--- config.mk ---
export PLATFORM = sky130hd
export DESIGN_NAME = prog_loader
export DESIGN_NICKNAME = d
export VERILOG_FILES = /design/src/rtl/prog_loader.sv
export SDC_FILE = /design/constraint.sdc
export NUM_CORES = 1
export LEC_CHECK = 0
export CELL_PAD_IN_SITES_DETAIL_PLACEMENT = 2
export CELL_PAD_IN_SITES_GLOBAL_PLACEMENT = 2
export CORE_MARGIN = 10
export CORE_UTILIZATION = 30
export CTS_BUF_LIST = sky130_fd_sc_hd__clkbuf_8
export CTS_CLUSTER_DIAMETER = 80
export DETAILED_ROUTE_END_ITERATION = 16
export GPL_ROUTABILITY_DRIVEN = 1
export PLACE_DENSITY_LB_ADDON = 0.1
export SKIP_LAST_GASP = 1
export SYNTH_ARGS = -nofsm -noshare
export SYNTH_HDL_FRONTEND = slang
export SYNTH_SLANG_ARGS = --single-unit
export TNS_END_PERCENT = 20
--- constraint.sdc ---
create_clock -name clk -period 2.3 [get_ports clk]
set_input_delay 0.345 -clock clk [delete_from_list [all_inputs] [get_ports clk]]
set_output_delay 0.345 -clock clk [all_outputs]
set_load 0.1 [all_outputs]
--- src/rtl/prog_loader.sv ---
// ---------------------------------------------------------------------------
// prog_loader
//
// Bootloader for the toy CPU. It takes a framed byte stream over a
// valid/ready handshake and turns it into 16-bit instruction words, which it
// writes into the CPU's code memory. The CPU is held in reset until a load
// finishes with a matching checksum.
//
// Frame on the wire: LEN (N words), then 2N data bytes with the high byte of
// each word first, then CHK. CHK is the mod-256 sum of the data bytes only.
//
// Ports
//   clk           system clock; all state changes happen on the rising edge
//   rst_n         synchronous active-low reset
//   start         one-cycle load request; honoured in IDLE, DONE and ERR
//   in_data       incoming byte
//   in_valid      in_data holds a valid byte
//   in_ready      loader accepts a byte this cycle (depends on state only)
//   prog_addr     code memory write address
//   prog_data     code memory write data (first byte of the pair in [15:8])
//   prog_we       one-cycle code memory write strobe
//   cpu_reset     active-high reset to the CPU; low only in DONE
//   load_done     last load completed with a good checksum
//   load_err      last load aborted (bad length or checksum mismatch)
//   words_loaded  number of words written in the current or last load
// ---------------------------------------------------------------------------
module prog_loader #(
    parameter int ADDR_W = 6,
    parameter int DEPTH  = 64,
    parameter int DATA_W = 16
) (
    input  logic              clk,
    input  logic              rst_n,
    input  logic              start,
    input  logic [7:0]        in_data,
    input  logic              in_valid,
    output logic              in_ready,
    output logic [ADDR_W-1:0] prog_addr,
    output logic [DATA_W-1:0] prog_data,
    output logic              prog_we,
    output logic              cpu_reset,
    output logic              load_done,
    output logic              load_err,
    output logic [ADDR_W:0]   words_loaded
);

    localparam int         LEN_W   = ADDR_W + 1;
    localparam logic [8:0] MAX_LEN = 9'(DEPTH);

    typedef enum logic [2:0] {
        S_IDLE,
        S_LEN,
        S_HI,
        S_LO,
        S_WRITE,
        S_CHK,
        S_DONE,
        S_ERR
    } state_t;

    state_t              state_q, state_d;
    logic [ADDR_W-1:0]   index_q, index_d;
    logic [LEN_W-1:0]    len_q, len_d;
    logic [7:0]          sum_q, sum_d;
    logic [ADDR_W-1:0]   addr_q, addr_d;
    logic [DATA_W-1:0]   data_q, data_d;
    logic                we_q, we_d;
    logic                ready_q, ready_d;
    logic                cpuRst_q, cpuRst_d;
    logic                done_q, done_d;
    logic                err_q, err_d;
    logic [LEN_W-1:0]    words_q, words_d;

    logic                accept;
    logic                lenOk;
    logic                lastWord;

    // A byte moves only when the registered ready meets valid, so ready can
    // never combinationally follow in_valid.
    assign accept   = in_valid & ready_q;
    assign lenOk    = (in_data != 8'd0) && ({1'b0, in_data} <= MAX_LEN);
    assign lastWord = ({1'b0, index_q} == (len_q - LEN_W'(1)));

    // Next-state and datapath updates. Every output is registered: the flag
    // outputs are decoded from the next state so they line up with the state
    // register, and the write strobe is raised on the edge that enters WRITE
    // so it is high for exactly the WRITE cycle.
    always_comb begin
        state_d = state_q;
        index_d = index_q;
        len_d   = len_q;
        sum_d   = sum_q;
        addr_d  = addr_q;
        data_d  = data_q;
        we_d    = 1'b0;
        words_d = words_q;

        case (state_q)
            S_IDLE, S_DONE, S_ERR: begin
                if (start) begin
                    state_d = S_LEN;
                    index_d = '0;
                    sum_d   = 8'd0;
                    words_d = '0;
                end
            end
            S_LEN: begin
                if (accept) begin
                    if (lenOk) begin
                        len_d   = LEN_W'(in_data);
                        state_d = S_HI;
                    end else begin
                        state_d = S_ERR;
                    end
                end
            end
            S_HI: begin
                if (accept) begin
                    data_d[DATA_W-1:8] = in_data;
                    sum_d              = sum_q + in_data;
                    state_d            = S_LO;
                end
            end
            S_LO: begin
                if (accept) begin
                    data_d[7:0] = in_data;
                    sum_d       = sum_q + in_data;
                    addr_d      = index_q;
                    we_d        = 1'b1;
                    words_d     = words_q + LEN_W'(1);
                    state_d     = S_WRITE;
                end
            end
            S_WRITE: begin
                // Length is capped at DEPTH, so the index stops at DEPTH-1
                // and the address can never wrap.
                if (lastWord) begin
                    state_d = S_CHK;
                end else begin
                    index_d = index_q + ADDR_W'(1);
                    state_d = S_HI;
                end
            end
            S_CHK: begin
                if (accept) begin
                    state_d = (in_data == sum_q) ? S_DONE : S_ERR;
                end
            end
            default: begin
                state_d = S_IDLE;
            end
        endcase

        ready_d  = (state_d == S_LEN) || (state_d == S_HI) ||
                   (state_d == S_LO)  || (state_d == S_CHK);
        cpuRst_d = (state_d != S_DONE);
        done_d   = (state_d == S_DONE);
        err_d    = (state_d == S_ERR);
    end

    // State register with synchronous active-low reset. Reset beats every
    // other event, including a byte transfer or a start on the same edge.
    always_ff @(posedge clk) begin
        if (!rst_n) begin
            state_q  <= S_IDLE;
            index_q  <= '0;
            len_q    <= '0;
            sum_q    <= 8'd0;
            addr_q   <= '0;
            data_q   <= '0;
            we_q     <= 1'b0;
            ready_q  <= 1'b0;
            cpuRst_q <= 1'b1;
            done_q   <= 1'b0;
            err_q    <= 1'b0;
            words_q  <= '0;
        end else begin
            state_q  <= state_d;
            index_q  <= index_d;
            len_q    <= len_d;
            sum_q    <= sum_d;
            addr_q   <= addr_d;
            data_q   <= data_d;
            we_q     <= we_d;
            ready_q  <= ready_d;
            cpuRst_q <= cpuRst_d;
            done_q   <= done_d;
            err_q    <= err_d;
            words_q  <= words_d;
        end
    end

    assign in_ready     = ready_q;
    assign prog_addr    = addr_q;
    assign prog_data    = data_q;
    assign prog_we      = we_q;
    assign cpu_reset    = cpuRst_q;
    assign load_done    = done_q;
    assign load_err     = err_q;
    assign words_loaded = words_q;

endmodule
== Word level (Yosys, flattened, before mapping) ==
Index checks and enable logic that the tools add are counted.

* Register bits after elaboration: 58
* Word-level logic and storage cells: 76
* Output and inout bits: 34
* Bits of input ports: 12

* Order comparisons: 1
* Equality and inequality tests: 20
* Add/sub/neg operators: 4
* Multiplexer cells: 19
* Bitwise operators: 1
* Reduce and logical (&&, ||, !) cells: 18

{| class="wikitable"
|+ Operators by type and width
! operator !! count
|-
| $eq A3 B3 Y1 const B || 7
|-
| $mux W3 || 7
|-
| $pmux W3 S6 || 1
|-
| $mux W8 || 2
|-
| $pmux W8 S2 || 1
|-
| $mux W7 || 2
|-
| $pmux W7 S2 || 1
|-
| $eq A3 B2 Y1 const B || 4
|-
| $mux W6 || 2
|-
| $pmux W6 S2 || 1
|-
| $reduce_and A3 Y1 || 4
|-
| $add A8 B8 Y8 || 1
|-
| $eq A8 B8 Y1 || 1
|-
| $le A8 B7 Y1 const B || 1
|-
| $reduce_bool A8 Y1 || 1
|-
| $add A7 B1 Y7 const B || 1
|-
| $eq A6 B7 Y1 || 1
|-
| $sub A7 B1 Y7 const B || 1
|-
| $add A6 B1 Y6 const B || 1
|-
| $eq A3 B1 Y1 const B || 2
|-
| $ne A2 B2 Y1 const B || 3
|-
| $reduce_and A2 Y1 || 3
|-
| $reduce_bool A2 Y1 || 3
|-
| $logic_not A3 Y1 || 1
|-
| 8 further kinds || 11
|}

== Longest topological paths before layout ==
Gate-level depths: netlist (run 1).

* Word-level depth: 9
* Gate-level depth with buffers: 10
* Gate-level depth less buffers: 10

== Worst setup path before layout (run 1) ==
OpenSTA, ideal clock, no wires.

* Path kind: register to register
* Start point: register ready_q (netlist: in_ready)
* End point: register words_q[5] (netlist: words_loaded[5])
* Clock period less this slack: 2,635 ps
* Data arrival time: 2,565 ps
* Cell stages (with the launch flop): 8
* Path slack: -335 ps
* Cells stage by stage: dfxtp_1 and2_1 clkbuf_1 a31oi_1 o21ai_0 nand4_1 or3_1 a21oi_1

* Longest elaborated chain between the ends: 3

{| class="wikitable"
|+ RTL lines
! item !! RTL line !! text
|-
| start: declaration || 68 || <nowiki>logic ready_q, ready_d;</nowiki>
|-
| start signal: assignment || 185 || <nowiki>ready_q <= ready_d;</nowiki>
|-
| $and A1 B1 Y1 || 80 || <nowiki>assign accept = in_valid & ready_q;</nowiki>
|-
| $ne A2 B2 Y1 (no line) || n/a ||
|-
| $reduce_and A3 Y1 (no line) || n/a ||
|-
| end signal: assignment || 189 || <nowiki>words_q <= words_d;</nowiki>
|-
| end: declaration || 72 || <nowiki>logic [LEN_W-1:0] words_q, words_d;</nowiki>
|}

Every way passes these cells.
A chain may end at the register's enable or synchronous reset.

== Worst setup path after layout (run 1) ==
* Start point: input in_data[1]
* End point: register len_q[0]

* Longest elaborated chain between the ends: 3

{| class="wikitable"
|+ RTL lines
! item !! RTL line !! text
|-
| start: declaration || 35 || <nowiki>input logic [7:0] in_data,</nowiki>
|-
| $le A8 B7 Y1 or $reduce_bool A8 Y1 (tied branches) || 81 || <nowiki>assign lenOk = (in_data != 8'd0) && ({1'b0, in_data} <= MAX_LEN);</nowiki>
|-
| $logic_and A1 B1 Y1 * || 81 ||
|-
| $reduce_and A3 Y1 (no line) * || n/a ||
|-
| end signal: assignment || 180 || <nowiki>len_q <= len_d;</nowiki>
|-
| end: declaration || 63 || <nowiki>logic [LEN_W-1:0] len_q, len_d;</nowiki>
|}

Mark *: on every way between the ends. The rest lies on a longest branch, timed or not.

==> out/results.txt, run 1 <==
Top Ports: 46
ys async rst share: 0%
effective utilization at floorplan: 31.2%
Worst Hold Class: input port to flop
CTS tree: yes
Tmin final: 2270 ps
largest family of logic cells by synthesized area: simple AND/OR/NAND/NOR gates
CP Launch Type: input port
Root Buffer: clkbuf_8
chip height: 119 um
Max VDD drop: 293 uV
Synth Area in XOR/XNOR: 7.21%
H-tree depth: 3
hold depth: 3
vias per std cell: 4.86
crit path cell chain: buf_2 > or4_4 > o21a_1 > or3_1 > or4_4 > buf_8 > mux2i_1 > nor2b_1
Clk network pwr share: 42.0%
DRC viols: 0
Post-Place Cells: 554
fin util: 43.2%
status: completed
Psw: 0.000682 W
Most used DFF post-synth: dfxtp_1
crit path to: len_q[0]
number of DRC markers in iteration 0: 103
Hold Buf Count CTS: 0
first-pass GRT wire length: 16,800 um
Tot Pwr: 0.00235 W
fmax: 0.440 GHz
commonest cells after routing, fill and taps aside: buf_4 (88), dfxtp_1 (55), nand2_1 (50), a21boi_0 (23), nor2_1 (21)
slowest cell on the critical path: or4_4
CTS Buf Count: 9
Synth Warn #: 0
via count: 2,784
initial antenna violation count: 0
share of cells above drive strength 1: 29.5%
RR Endpoint: index_q[5]
register share of total power: 44.1%
transition time of the tightest slew-check pin: 530 ps
clk slew on worst S/H paths: 80 ps
CP Max Fanout: 8
final WL: 10,100 um
syn nets: 367
Final setup viols: 0
Synth Instances: 344
EDFF count, synth: 0
Worst Reg2Reg Path Length in Cells: 11
period utilisation layout: 98.8%
Pwr per Cell Area: 582 nW/um^2
CP dominant cell by count: or4_4
Mapped Area: 2910 sq um
Total GRT Usage: 14.5%
RSZ-0062 raised after global routing: true
Die ar.: 14,100 sq um
Static Leak: 1.71 nW
post-synthesis mux area share: 3.43%
IO Port Bufs: 45
Synth Area in Compound Gates: 18.5%
Simple-Gate Fraction of Synth Area: 22.0%
Final Skew: 11.9 ps
worst-skew pair later-pin latency: 340 ps
area grow syn2layout: 38.3%
largest net degree at the start of global routing: 17
number of antenna diodes: 0
Slew HR: 64.3%
remaining global-route overflow: 0
Core Box Area: 9330 sq um
Final Hold Violating Endpoints: 0
Reg2Reg Setup Slack: 140 ps
slowest stage delay, CP: 540 ps
RePlAce Congestion: 0.778
total of max-cap violations: 0
Critical Path End Type: flop
1st-pass router iterations: 4
internal power: 0.00166 W
Yosys cell types: 44
Nets: 462
clock buffer depth: 2
final hold slack: 304 ps
Mapped Avg Cell Area: 8.47 sq um
Crit Reg-Reg Startpoint: len_q[1]
adder-cell area share of the yosys netlist: 4.98%
Worst EP required: 2520 ps
Die X: 119 um
Setup crit start: in_data[1]
Rows: 35
arrival time at the worst endpoint: 2500 ps
non-filler cells, final: 573
Comb pwr share: 13.8%
Post-DRT Antenna Nets: 0
dpl hpwl: 7490 um
Seq/Total Area, Yosys: 39.8%
Seq cells post-synth: 58
Sw Ratio: 29.1%
crit path kind: input port to flop
clock sink total: 58
Routed WL per cell: 17.6 um
vias in the first global route: 3,197
max-slew violations: 0
commonest non-fill, non-tap cell in the layout: buf_4
## flip-flops by register name, summed over array words and instances, names as in the netlist
| signal | cells |
|---|---|
| prog_data | 16 |
| prog_we | 1 |
| in_ready | 1 |
| sum_q | 8 |
| state_q | 3 |
| load_done | 1 |
| len_q | 7 |
| cpu_reset | 1 |
| words_loaded | 7 |
| load_err | 1 |
| prog_addr | 6 |
| index_q | 6 |
## cells in the mapped netlist, drive strengths merged, types with 11 or more instances
cell type	instances	area (sq um)
clkbuf	15	56.3
xor2	12	105
nand2	50	188
a21boi	23	173
nor2	22	85.1
dfxtp	58	1160
nor2b	17	106
inv	12	45.0
nand3	11	55.1
a21oi	12	60.1
o21ai	19	95.1
xnor2	12	105
## cells by family (layout without fill, tap and decap cells)
family,count (synthesis),in the layout
AOI/OAI and AO/OA,80,80
xor gates and xnor gates,24,24
adders and majority gates,11,11
buffers and inverters,29,129
DFF,58,58
muxes,10,10
and+or+nand+nor,132,132
## per-layer routing
metal	up-vias	GRT usage, %	part of all wire, %
li1	1381	-	-
met1	1370	16.4	43
met2	27	27.1	54
met3	6	2.09	2.1
met4	0	4.35	0.82
met5	-	0	0
## repair_timing
item                       CTS  global route
pin swaps                    4             2
gates resized for setup     21            12
gates cloned                 0             0
setup endpoints to repair   13            15
buffers inserted             2             1
## critical path: cells and delay by family
family          cells  cell delay [ps]
simple gates        4             1500
buf+inv             2              260
compound gates      1              220
mux                 1              170
## final cells by class
class	count	area, sq um
sequential	58	1160
tap	129	161
clock buffer	9	124
multi-input combinational	257	1680
clock inverter	7	77.6
fill	1060	5300
timing repair buffer	101	774
inverter	12	45.0
## metrics by stage
step / TNS [ps] / cell area (sq um) / setup WS, ps
final: 0 / 4030 / 26.9
after global routing: -47.7 / 4030 / -13.9
after CTS: 0 / 3990 / 22.3
after detailed placement: -7610 / 3770 / -613
after global placement: -6580 / 3770 / -533
after floorplan: 0 / 2920 / 0.136
## power by group through the flow
stage / clock (W) / combinational (W) / sequential (W)
after CTS: 0.00102 / 0.000325 / 0.00103
after global placement: 0 / 0.000310 / 0.00106
after floorplan: 0 / 0.000140 / 0.00108
after detailed placement: 0 / 0.000316 / 0.00106
final: 0.000986 / 0.000324 / 0.00104
after global routing: 0.00107 / 0.000356 / 0.00104
## worst min path at each step
stage / slack (ps) / start / end
6_report: 300 / in_data[3] / prog_data[11]
5_1_grt: 330 / in_data[3] / prog_data[11]
4_1_cts: 400 / in_data[2] / prog_data[10]
3_5_place_dp: 460 / prog_addr[4] / prog_addr[4]
3_3_place_gp: 450 / prog_addr[5] / prog_addr[5]
2_1_floorplan: 450 / sum_q[6] / sum_q[6]
(Power assumes the default switching activity.)
==> inputs of run 2 (changes only) <==
Settings changed: CORE_ASPECT_RATIO set to 1.75.
==> run 2 against run 1 <==
  * Sequential share of layout area is essentially flat
  * Critical path type unchanged
  * Register-to-register slack worse by 50 ps
  * Die area is 1.1% higher
==> out/results.txt, run 2 (same netlist as run 1, synthesis figures left out) <==
status: completed
remaining global-route overflow: 0 (unchanged)
fmax: 0.445 GHz (+1.1%)
Post-DRT Antenna Nets: 0 (unchanged)
CTS Buf Count: 9 (unchanged)
initial antenna violation count: 0 (unchanged)
Routed WL per cell: 18.0 um (+2.2%)
Max VDD drop: 265 uV (-9.6%)
Crit Reg-Reg Startpoint: sum_q[1]
Worst EP required: 2530 ps (about the same)
largest net degree at the start of global routing: 17 (unchanged)
period utilisation layout: 97.8% (-1.1 points)
slowest stage delay, CP: 580 ps (+40 ps)
Final Hold Violating Endpoints: 0 (unchanged)
Top Ports: 46 (unchanged)
Die ar.: 14,200 sq um (+1.1%)
Core Box Area: 9470 sq um (+1.5%)
crit path kind: input port to flop
clock buffer depth: 2 (unchanged)
final worst slack: 51.6 ps (+24.8 ps)
pre-CTS setup slack: -735 ps (-122 ps)
CP Max Fanout: 8 (unchanged)
vias in the first global route: 3,177 (-0.63%)
final WL: 10,100 um (+0.43%)
area grow syn2layout: 38.0%
worst-skew pair later-pin latency: 340 ps (about the same)
1st-pass router iterations: 4 (unchanged)
Final Skew: 6.59 ps (-5.29 ps)
RSZ-0062 raised after global routing: true
number of antenna diodes: 0 (unchanged)
transition time of the tightest slew-check pin: 534 ps (+3.90 ps)
commonest non-fill, non-tap cell in the layout: buf_4
IO Port Bufs: 45 (unchanged)
slowest cell on the critical path: or4_4
DRC viols: 0 (unchanged)
CP dominant cell by count: or4_4
Pwr per Cell Area: 580 nW/um^2 (-0.37%)
Worst Hold Launch: prog_data[4]
CP Launch Type: input port
Slew HR: 64.3% (+0.065 points)
number of flip-flops under the largest register name: 16 (unchanged)
FILL cells: 1,086 (+2.5%)
share of cells above drive strength 1: 27.9% (-1.6 points)
dpl hpwl: 7950 um (+6.1%)
total of max-cap violations: 0 (unchanged)
Root Buffer: clkbuf_8
vias per std cell: 5.01 (+3.2%)
Tmin final: 2250 ps (-24.8 ps)
first-pass GRT wire length: 16,300 um (-2.6%)
chip height: 150 um (+27%)
postcts setup bufs: 0 (-2)
Final setup viols: 0 (unchanged)
H-tree depth: 3 (unchanged)
CTS tree: yes
Die X: 94.5 um (-20%)
Setup TNS: 0 ps (unchanged)
Hold Buf Count CTS: 0 (unchanged)
Critical Path End Type: flop
effective utilization at floorplan: 30.8% (-0.46 points)
Total GRT Usage: 14.9% (+0.40 points)
Setup crit start: in_data[2]
commonest cells after routing, fill and taps aside: buf_4 (89), dfxtp_1 (57), nand2_1 (50), a21boi_0 (23), nor2_1 (21)
max-slew violations: 0 (unchanged)
clock sink total: 58 (unchanged)
CP top delay family: simple AND/OR/NAND/NOR gates
Worst Hold Class: flop to flop
Nets: 461 (-0.22%)
arrival time at the worst endpoint: 2480 ps (-20 ps)
Critical path buffers and inverters: 1 (-1)
clk slew on worst S/H paths: 60 ps (-20 ps)
Rows: 47 (+34%)
crit path cell chain: clkdlybuf4s15_1 > or4_4 > o21a_1 > or3_4 > or4_4 > mux2i_1 > nor2b_1
number of DRC markers in iteration 0: 80 (-22%)
via count: 2,823 (+1.4%)
Static Leak: 1.70 nW (-0.21%)
RePlAce Congestion: 0.793 (+2.0%)
[run 2: cell type report]
cell class                 count  area, sq um  share of cell area (%)
multi-input combinational    257         1690                    42.1
sequential                    58         1160                    28.9
timing repair buffer         100          774                    19.3
tap                          122          153                    3.80
clock buffer                  11          151                    3.77
inverter                      12         45.0                    1.12
clock inverter                 3         40.0                   0.996
[run 2: worst register-to-register path: stages, from the launching register on]
cell and delay, ps:
dfxtp_1 340, ha_1 340, a21o_1 210, a21oi_2 190
o21ai_1 140, o41ai_2 250, buf_4 170, xor2_1 180
mux2i_1 190, a21boi_0 90
[run 2: what timing repair did]
action,in CTS,in global routing
pin swaps,4,2
gates resized for setup,18,5
setup endpoints to repair,16,12
[run 2: worst paths after layout]
kind	to	slack, ps	cells after the start
worst max-delay path	len_q[2]	50	7
worst min-delay path	prog_data[4]	470	2
worst min register to register	prog_data[4]	470	2
worst max register to register	sum_q[7]	90	9
[run 2: power by group]
part	internal (W)	switching (W)	leakage, nW
sequential	0.00102	0.0000208	0.468
combinational	0.000138	0.000188	1.13
clock	0.000544	0.000422	0.101
[run 2: metal layers]
layer  part of all wire (%)  track usage (%)  up-vias
met5                      0                0        -
met4                    1.6             5.19        0
met3                    2.5             3.24        9
met2                     61             30.4       31
met1                     35             13.4     1415
li1                       -                -     1368
[run 2: metrics by stage]
step	hold slack (ps)	util, %	total power, W	cell area [sq um]	cells
after floorplan	448	-	0.00122	2920	344
after global placement	451	39.9	0.00137	3780	550
after detailed placement	466	39.9	0.00138	3780	550
after CTS	475	42.3	0.00236	4000	564
after global routing	498	42.5	0.00244	4020	563
final	468	42.5	0.00233	4020	563
